$ cat src/rtl/remote_comm.sv
// Remote link partner: sends a 16-bit command as two 8N1 frames (high byte first)
// and receives 8N1 response bytes on RX, independently of the transmit side.
module remote_comm #(
  parameter int unsigned BAUD_DIV = 2604
) (
  input  logic        clk,
  input  logic        rst,
  input  logic        snd_cmd,
  input  logic [15:0] cmd,
  input  logic        clr_resp_rdy,
  input  logic        RX,
  output logic        TX,
  output logic        cmd_snt,
  output logic        resp_rdy,
  output logic [7:0]  resp
);

  localparam logic [15:0] BAUD_LAST = 16'(BAUD_DIV - 1);
  localparam logic [15:0] BAUD_HALF = 16'((BAUD_DIV / 2) - 1);

  typedef enum logic [1:0] {IDLE, TX_HI, TX_LO} tx_state_t;
  typedef enum logic [1:0] {RX_IDLE, RX_START, RX_DATA, RX_STOP} rx_state_t;

  tx_state_t   r_tx_state;
  logic [15:0] r_shadow;
  logic [15:0] r_tx_baud;
  logic [3:0]  r_tx_bit;
  logic        r_tx;
  logic        r_cmd_snt;
  logic        w_accept;
  logic [9:0]  w_tx_frame;

  assign w_accept   = (r_tx_state == IDLE) && snd_cmd;
  assign w_tx_frame = (r_tx_state == TX_HI) ? {1'b1, r_shadow[15:8], 1'b0}
                                            : {1'b1, r_shadow[7:0], 1'b0};

  // r_tx_bit is the index of the next frame bit to drive; index 10 means the
  // stop bit has just finished, which lets the low frame start with no gap.
  always_ff @(posedge clk) begin
    if (rst) begin
      r_tx_state <= IDLE;
      r_shadow   <= '0;
      r_tx_baud  <= '0;
      r_tx_bit   <= '0;
      r_tx       <= 1'b1;
      r_cmd_snt  <= 1'b0;
    end else begin
      case (r_tx_state)
        IDLE: begin
          if (snd_cmd) begin
            r_shadow   <= cmd;
            r_cmd_snt  <= 1'b0;
            r_tx_baud  <= '0;
            r_tx_bit   <= '0;
            r_tx_state <= TX_HI;
          end
        end
        TX_HI, TX_LO: begin
          if (r_tx_baud != '0) begin
            r_tx_baud <= r_tx_baud - 16'd1;
          end else if (r_tx_bit != 4'd10) begin
            r_tx      <= w_tx_frame[r_tx_bit];
            r_tx_bit  <= r_tx_bit + 4'd1;
            r_tx_baud <= BAUD_LAST;
          end else if (r_tx_state == TX_HI) begin
            r_tx       <= 1'b0;
            r_tx_bit   <= 4'd1;
            r_tx_baud  <= BAUD_LAST;
            r_tx_state <= TX_LO;
          end else begin
            r_cmd_snt  <= 1'b1;
            r_tx_bit   <= '0;
            r_tx_state <= IDLE;
          end
        end
        default: r_tx_state <= IDLE;
      endcase
    end
  end

  rx_state_t   r_rx_state;
  logic        r_rx_s1;
  logic        r_rx_s2;
  logic        r_rx_prev;
  logic [15:0] r_rx_baud;
  logic [3:0]  r_rx_bit;
  logic [7:0]  r_rx_byte;
  logic [7:0]  r_resp;
  logic        r_resp_rdy;

  always_ff @(posedge clk) begin
    if (rst) begin
      r_rx_s1    <= 1'b1;
      r_rx_s2    <= 1'b1;
      r_rx_prev  <= 1'b1;
      r_rx_state <= RX_IDLE;
      r_rx_baud  <= '0;
      r_rx_bit   <= '0;
      r_rx_byte  <= '0;
      r_resp     <= '0;
      r_resp_rdy <= 1'b0;
    end else begin
      r_rx_s1   <= RX;
      r_rx_s2   <= r_rx_s1;
      r_rx_prev <= r_rx_s2;
      // The set in RX_STOP comes later in this block so it wins over a clear.
      if (clr_resp_rdy || w_accept)
        r_resp_rdy <= 1'b0;
      case (r_rx_state)
        RX_IDLE: begin
          if (r_rx_prev && !r_rx_s2) begin
            r_rx_baud  <= BAUD_HALF;
            r_rx_bit   <= '0;
            r_rx_state <= RX_START;
          end
        end
        RX_START: begin
          if (r_rx_baud != '0) begin
            r_rx_baud <= r_rx_baud - 16'd1;
          end else if (r_rx_s2) begin
            r_rx_state <= RX_IDLE;
          end else begin
            r_rx_baud  <= BAUD_LAST;
            r_rx_state <= RX_DATA;
          end
        end
        RX_DATA: begin
          if (r_rx_baud != '0) begin
            r_rx_baud <= r_rx_baud - 16'd1;
          end else begin
            r_rx_byte <= {r_rx_s2, r_rx_byte[7:1]};
            r_rx_baud <= BAUD_LAST;
            if (r_rx_bit == 4'd7)
              r_rx_state <= RX_STOP;
            else
              r_rx_bit <= r_rx_bit + 4'd1;
          end
        end
        RX_STOP: begin
          if (r_rx_baud != '0) begin
            r_rx_baud <= r_rx_baud - 16'd1;
          end else begin
            if (r_rx_s2) begin
              r_resp     <= r_rx_byte;
              r_resp_rdy <= 1'b1;
            end
            r_rx_state <= RX_IDLE;
          end
        end
        default: r_rx_state <= RX_IDLE;
      endcase
    end
  end

  assign TX       = r_tx;
  assign cmd_snt  = r_cmd_snt;
  assign resp     = r_resp;
  assign resp_rdy = r_resp_rdy;

endmodule

$ cat config.mk
export PLATFORM = sky130hd
export DESIGN_NAME = remote_comm
export DESIGN_NICKNAME = d
export VERILOG_FILES = /design/src/rtl/remote_comm.sv
export SDC_FILE = /design/constraint.sdc
export NUM_CORES = 1
export LEC_CHECK = 0
export ABC_AREA = 0
export CAP_MARGIN = 20
export CORE_MARGIN = 1
export CORE_UTILIZATION = 55
export CTS_BUF_LIST = sky130_fd_sc_hd__clkbuf_8
export CTS_CLUSTER_DIAMETER = 100
export CTS_CLUSTER_SIZE = 24
export DETAILED_ROUTE_END_ITERATION = 10
export PLACE_DENSITY = 0.79
export SYNTH_ARGS = -nofsm -noshare
export SYNTH_HDL_FRONTEND = slang
export SYNTH_SLANG_ARGS = --single-unit
$ cat constraint.sdc
create_clock -name clk -period 2.2 [get_ports clk]
set_input_delay 0.44 -clock clk [delete_from_list [all_inputs] [get_ports clk]]
set_output_delay 0.44 -clock clk [all_outputs]
set_load 0.1 [all_outputs]
**After elaboration in Yosys (flattened, before gate mapping)**

Cells that the tools add are included.

- Add/subtract/negate cells: 4
- Order comparisons: 1
- Equality and inequality tests: 20
- Mux-type cells: 46
- Bitwise gates (word level): 2
- Reductions and logical operators: 23

Operators by type and width:

| operator | number |
|---|---|
| 2-to-1 mux 16 bit | 9 |
| one-hot mux 16 bit (4 select lines) | 1 |
| one-hot mux 16 bit (2 select lines) | 1 |
| nonzero test 16 bit | 2 |
| subtractor 16 x 1 -> 16 bit, second input constant | 2 |
| 2-to-1 mux 4 bit | 6 |
| != test 2 bit, second input constant | 11 |
| 2-to-1 mux 2 bit | 10 |
| AND reduction 3 bit | 6 |
| one-hot mux 4 bit (2 select lines) | 2 |
| 2-to-1 mux 1 bit | 12 |
| AND reduction 5 bit | 2 |
| 2-to-1 mux 9 bit | 1 |
| adder 4 x 1 -> 4 bit, second input constant | 2 |
| != test 4 bit, second input constant | 2 |
| one-hot mux 2 bit (4 select lines) | 1 |
| equality test 2 bit, second input constant | 3 |
| nonzero test 2 bit | 3 |
| less-than comparator 4 x 5 -> 1 bit, second input constant | 1 |
| binary-select mux 1 bit (select 4 bit) | 1 |
| equality test 2 x 1 -> 1 bit, second input constant | 2 |
| equality test 4 x 3 -> 1 bit, second input constant | 1 |
| logical NOT 2 bit | 2 |
| one-hot mux 2 bit (2 select lines) | 1 |
| other kinds (9) | 12 |

- Register bits: 82
- Input bits: 21
- Output and inout bits: 11

**Depth between registers and ports, before layout**

- Word-level depth: 7
- Gate-level depth with buffers: 9
- Depth with buffers taken out: 7

**Least setup slack after synthesis**

OpenSTA, ideal clock, no wires.

- Path kind: flip-flop to flip-flop
- Start: register r_rx_baud[0]
- End: register r_rx_baud[12]
- Library setup time: 122 ps
- Arrival: 2197 ps
- Required time: 2078 ps
- Slack: -119 ps
- Stages on the path, launching flop included: 8
- Buffers on the path: 0
- Path through: dfxtp_1 > inv_1 > ha_1 > or3b_2 > or4_4 > a21o_1 > a2bb2oi_2 > nor2_1

- Cells in the longest elaborated chain, start to end: 3
- Elaborated cells between the ends (all ways): 9

RTL lines:

| element | line | source |
|---|---|---|
| from (decl) | 85 | `logic [15:0] r_rx_baud;` |
| from (signal assigned) | 119 | `r_rx_baud <= r_rx_baud - 16'd1;` |
| from (signal assigned) | 129 | `r_rx_baud <= r_rx_baud - 16'd1;` |
| from (signal assigned) | 141 | `r_rx_baud <= r_rx_baud - 16'd1;` |
| subtractor 16 x 1 -> 16 bit or nonzero test 16 bit (tied branches) | n/a |  |
| 2-to-1 mux 16 bit (tied with other cells) | 140 | `if (r_rx_baud != '0) begin` |
| one-hot mux 16 bit (4 select lines) or AND reduction 3 bit (tied branches) | n/a |  |

Parallel ways exist; a longest one is shown, timed or not. The select of a mux whose other input is x is not followed.
A chain may end at the register's enable or synchronous reset.

==> results.txt <==
----------------------------------------------------
[Floorplan]
  Die width ... 88.4 um
  Effective utilization at floorplan ... 56.9%
  Number of top-level pins ... 32
  Floorplan die area ... 7810 um2
  Die height ... 88.4 um
  Standard-cell rows ... 31
  Core region area ... 7210 um2

[Timing]
  Slew @ Worst Pin ... 0.650 ns
  Final worst clock skew ... 0.0124 ns
  Final number of max-transition violations ... 0
  Final critical-path share of the clock period ... 99.2%
  Unrepaired setup endpoints after global routing ... true
  Max Freq ... 0.458 GHz
  Final number of hold-violating endpoints ... 0
  Final setup violating endpoints ... 0
  Max transition margin ... 56.3%
  Final-layout setup total negative slack ... 0 ns
  Min Clock Period, post-route ... 2.18 ns

[Detailed routing]
  Number of iterations in the first detailed-routing pass ... 5
  Mean number of vias per cell ... 5.75
  ANT nets after route ... 0
  Post-detailed-routing wire length ... 9630 um
  Routed wirelength normalized by instance count ... 14.4 um
  First DRT Iteration DRCs ... 245
  Via count ... 3,836
  Residual DRC count ... 0

[Clock tree]
  Count of H-tree levels built during CTS ... 3
  Worst-case clock buffer depth ... 2
  CTS Buf Count ... 9
  TritonCTS clock tree ... done
  Clock sink count ... 82
  Clock slew at reported path FFs ... 0.09 ns
  Clock latency on the worst-skew pair ... 0.37 ns
  Clock root cell ... clkbuf_8

[Logic synthesis]
  Number of instances in the synthesized netlist ... 499
  Net count of the mapped netlist ... 535
  Cell taking the most area after synthesis ... dfxtp_1
  Synthesis-stage register bit count ... 82
  Yosys synthesis warning count ... 0
  Post-synth ARST share ... 0%
  Top cells by area, synth ... dfxtp_1 (40%), a21oi_1 (8.5%), nand2_1 (8.1%)
  Number of distinct library cells after synthesis ... 61
  Share of the yosys chip area belonging to registers ... 40.0%
  Average cell area after synthesis ... 8.22 um2
  Portion of synthesized cell area occupied by the leading cell type ... 40.0%
  Netlist area before placement ... 4100 um2
  Prevailing post-synth register cell ... dfxtp_1
  Post-synth EDFFs ... 0

[Critical path]
  Highest cell delay on the worst timing path ... 0.40 ns
  Critical path class ... flip-flop to flip-flop
  Crit-path leading delay family ... simple AND/OR/NAND/NOR gates
  Slowest cell on crit path ... or3b_4
  Total buffers and inverters traversed by the critical path ... 3
  Most numerous cell on the critical path ... buf_4
  R2R depth ... 9
  Largest fanout on the critical path ... 7
  Cell breakdown of the critical path ... inv_2 > ha_4 > or3b_4 > buf_4 > nor4_4 > buf_4 > o21bai_1 > a21oi_1 > mux2i_1
  CP endpoint kind ... flip-flop
  Startpoint Class ... flip-flop
  Number of stages on the worst setup path ... 9
  Data arrival time of the critical path ... 2.47 ns
  Data required time at the worst endpoint ... 2.49 ns

[Global route]
  Vias in the first global route ... 3,517
  Initial antenna violation count ... 0
  Global route overflow ... 0
  First-pass GRT wire length ... 15,900 um
  Pin count of the biggest net entering global routing ... 38
  GRT Resource Usage Total ... 25.8%

[Placed design]
  Total placed cells including tap cells ... 648
  Detailed placer's ending HPWL ... 6560 um
  Number of buffers added on ports ... 31
  RD Place Congestion ... 0.905

[Final layout]
  Area occupied by multi-input gates ... 2380 um2
  Sequential cell area ... 1640 um2
  Most frequent standard cell in the layout excluding fill and tap cells ... nand2_1
  Filler instances ... 537
  Share of layout cells above drive strength 1 ... 19.2%
  Finished Layout Cells ... 667
  Final #Nets ... 599
  Leading cell types in the layout, fill and taps excluded ... nand2_1 (88), dfxtp_1 (81), a21oi_1 (69), buf_4 (55), nor2_1 (34)
  ANT cells ... 0
  Layout overhead on the synthesized area ... 23.2%

[Worst hold path]
  WHS Path Cells ... 1
  Class of the tightest hold or removal check ... flip-flop to flip-flop

[Power]
  Cell Pwr Density ... 1540 nW/um2
  Worst IR drop on VDD ... 0.000725 V
  Static leakage power ... 0.00192 uW

[Flow run]
  Max cap viols ... 0

[Outcome]
  Outcome ... completed

----------------------------------------------------
what timing repair did:
item / CTS / global route
pin swaps: 3 / 7
endpoints found under the setup margin: 7 / 39
resized for setup: 1 / 16
setup buffers: 2 / 1
hold buffers: 0 / 0
Yosys cell counts, types with 3 or more instances:
| cell | number |
|---|---|
| nand2_1 | 88 |
| dfxtp_1 | 82 |
| a21oi_1 | 70 |
| nor2_1 | 34 |
| clkbuf_1 | 19 |
| ha_1 | 15 |
| o21ai_0 | 15 |
| inv_1 | 14 |
| nor3_1 | 13 |
| nand3_1 | 10 |
| or4_1 | 10 |
| nor4_1 | 9 |
| o31ai_1 | 9 |
| nand2b_1 | 8 |
| or2_2 | 7 |
| a21o_1 | 6 |
| a211oi_1 | 5 |
| mux2i_1 | 5 |
| or3_1 | 5 |
| xnor2_1 | 5 |
| xor2_1 | 5 |
| and2_1 | 3 |
| and3_1 | 3 |
| buf_2 | 3 |
| mux4_2 | 3 |
| nand4_1 | 3 |
| nand4b_1 | 3 |
| o21a_1 | 3 |
power by group:
| group | total (uW) | switching (uW) | internal, uW | leakage [uW] |
|---|---|---|---|---|
| sequential | 2100 | 288 | 1820 | 0.000668 |
| clock | 1160 | 614 | 544 | 0.0000988 |
| combinational | 4550 | 2520 | 2020 | 0.00116 |
| total | 7810 | 3430 | 4380 | 0.00192 |
cell families (layout without fill, tap and decap cells):
| group | after synthesis | after routing | synth area share (%) |
|---|---|---|---|
| compound gates | 130 | 130 | 19.3 |
| xor+xnor | 10 | 10 | 2.14 |
| fa+ha+maj | 15 | 15 | 4.58 |
| buf+inv | 39 | 108 | 4.03 |
| flops | 82 | 82 | 40.0 |
| mux | 9 | 9 | 3.14 |
| simple gates | 214 | 214 | 26.8 |
worst reg2reg max path, stage by stage (launching register included):
cell	delay, ns
dfxtp_1	0.33
inv_2	0.07
ha_4	0.13
or3b_4	0.40
buf_4	0.16
nor4_4	0.25
buf_4	0.18
o21bai_1	0.11
a21oi_1	0.26
mux2i_1	0.22
per-layer routing:
layer	wire, um	up-vias	GRT usage, %	share of wire [%]
met2	4540	116	39.9	47
met4	189	0	10.6	2.0
met5	0	-	0	0
li1	-	1908	-	-
met1	4470	1790	35.3	46
met3	430	22	5.04	4.5
registers in the layout (all words and copies together) (netlist names), 2 cells and up, named ones only:
register    count
r_tx_state      2
r_shadow       16
r_rx_byte       8
r_tx_bit        4
r_rx_baud      16
r_rx_bit        4
r_tx_baud      16
resp            8
final timing paths:
kind	from	endpoint	slack [ns]
max	r_rx_baud[1]$_SDFFE_PP0P_	flip-flop	0.02
min	r_rx_s1$_SDFF_PP1_	r_rx_s2$_SDFF_PP1_	0.42
max reg2reg	r_rx_baud[1]$_SDFFE_PP0P_	flip-flop	0.02
min reg2reg	r_rx_s1$_SDFF_PP1_	r_rx_s2$_SDFF_PP1_	0.42
layout make-up:
cell class / instances / share of cell area (%)
Clock buffer: 9 / 2.45
Timing Repair Buffer: 78 / 12.9
Clock inverter: 7 / 1.63
Tap cell: 99 / 2.45
Inverter: 14 / 1.04
Multi-Input combinational cell: 378 / 47.1
Sequential cell: 82 / 32.5
per-stage QoR:
stage          setup WS (ns)  total power, uW  utilization [%]  area [um2]  hold slack, ns
2_1_floorplan         0.0461             5050                -        4130           0.389
6_report              0.0178             7810             70.1        5050           0.421
5_1_grt              -0.0404             8320             70.1        5050           0.445
3_5_place_dp         -0.0269             6330             66.0        4760           0.399
4_1_cts               0.0116             7570             69.2        4990           0.422
3_3_place_gp         -0.0180             6190             66.0        4760           0.393
Note: power is estimated with default switching activity, not from simulation.
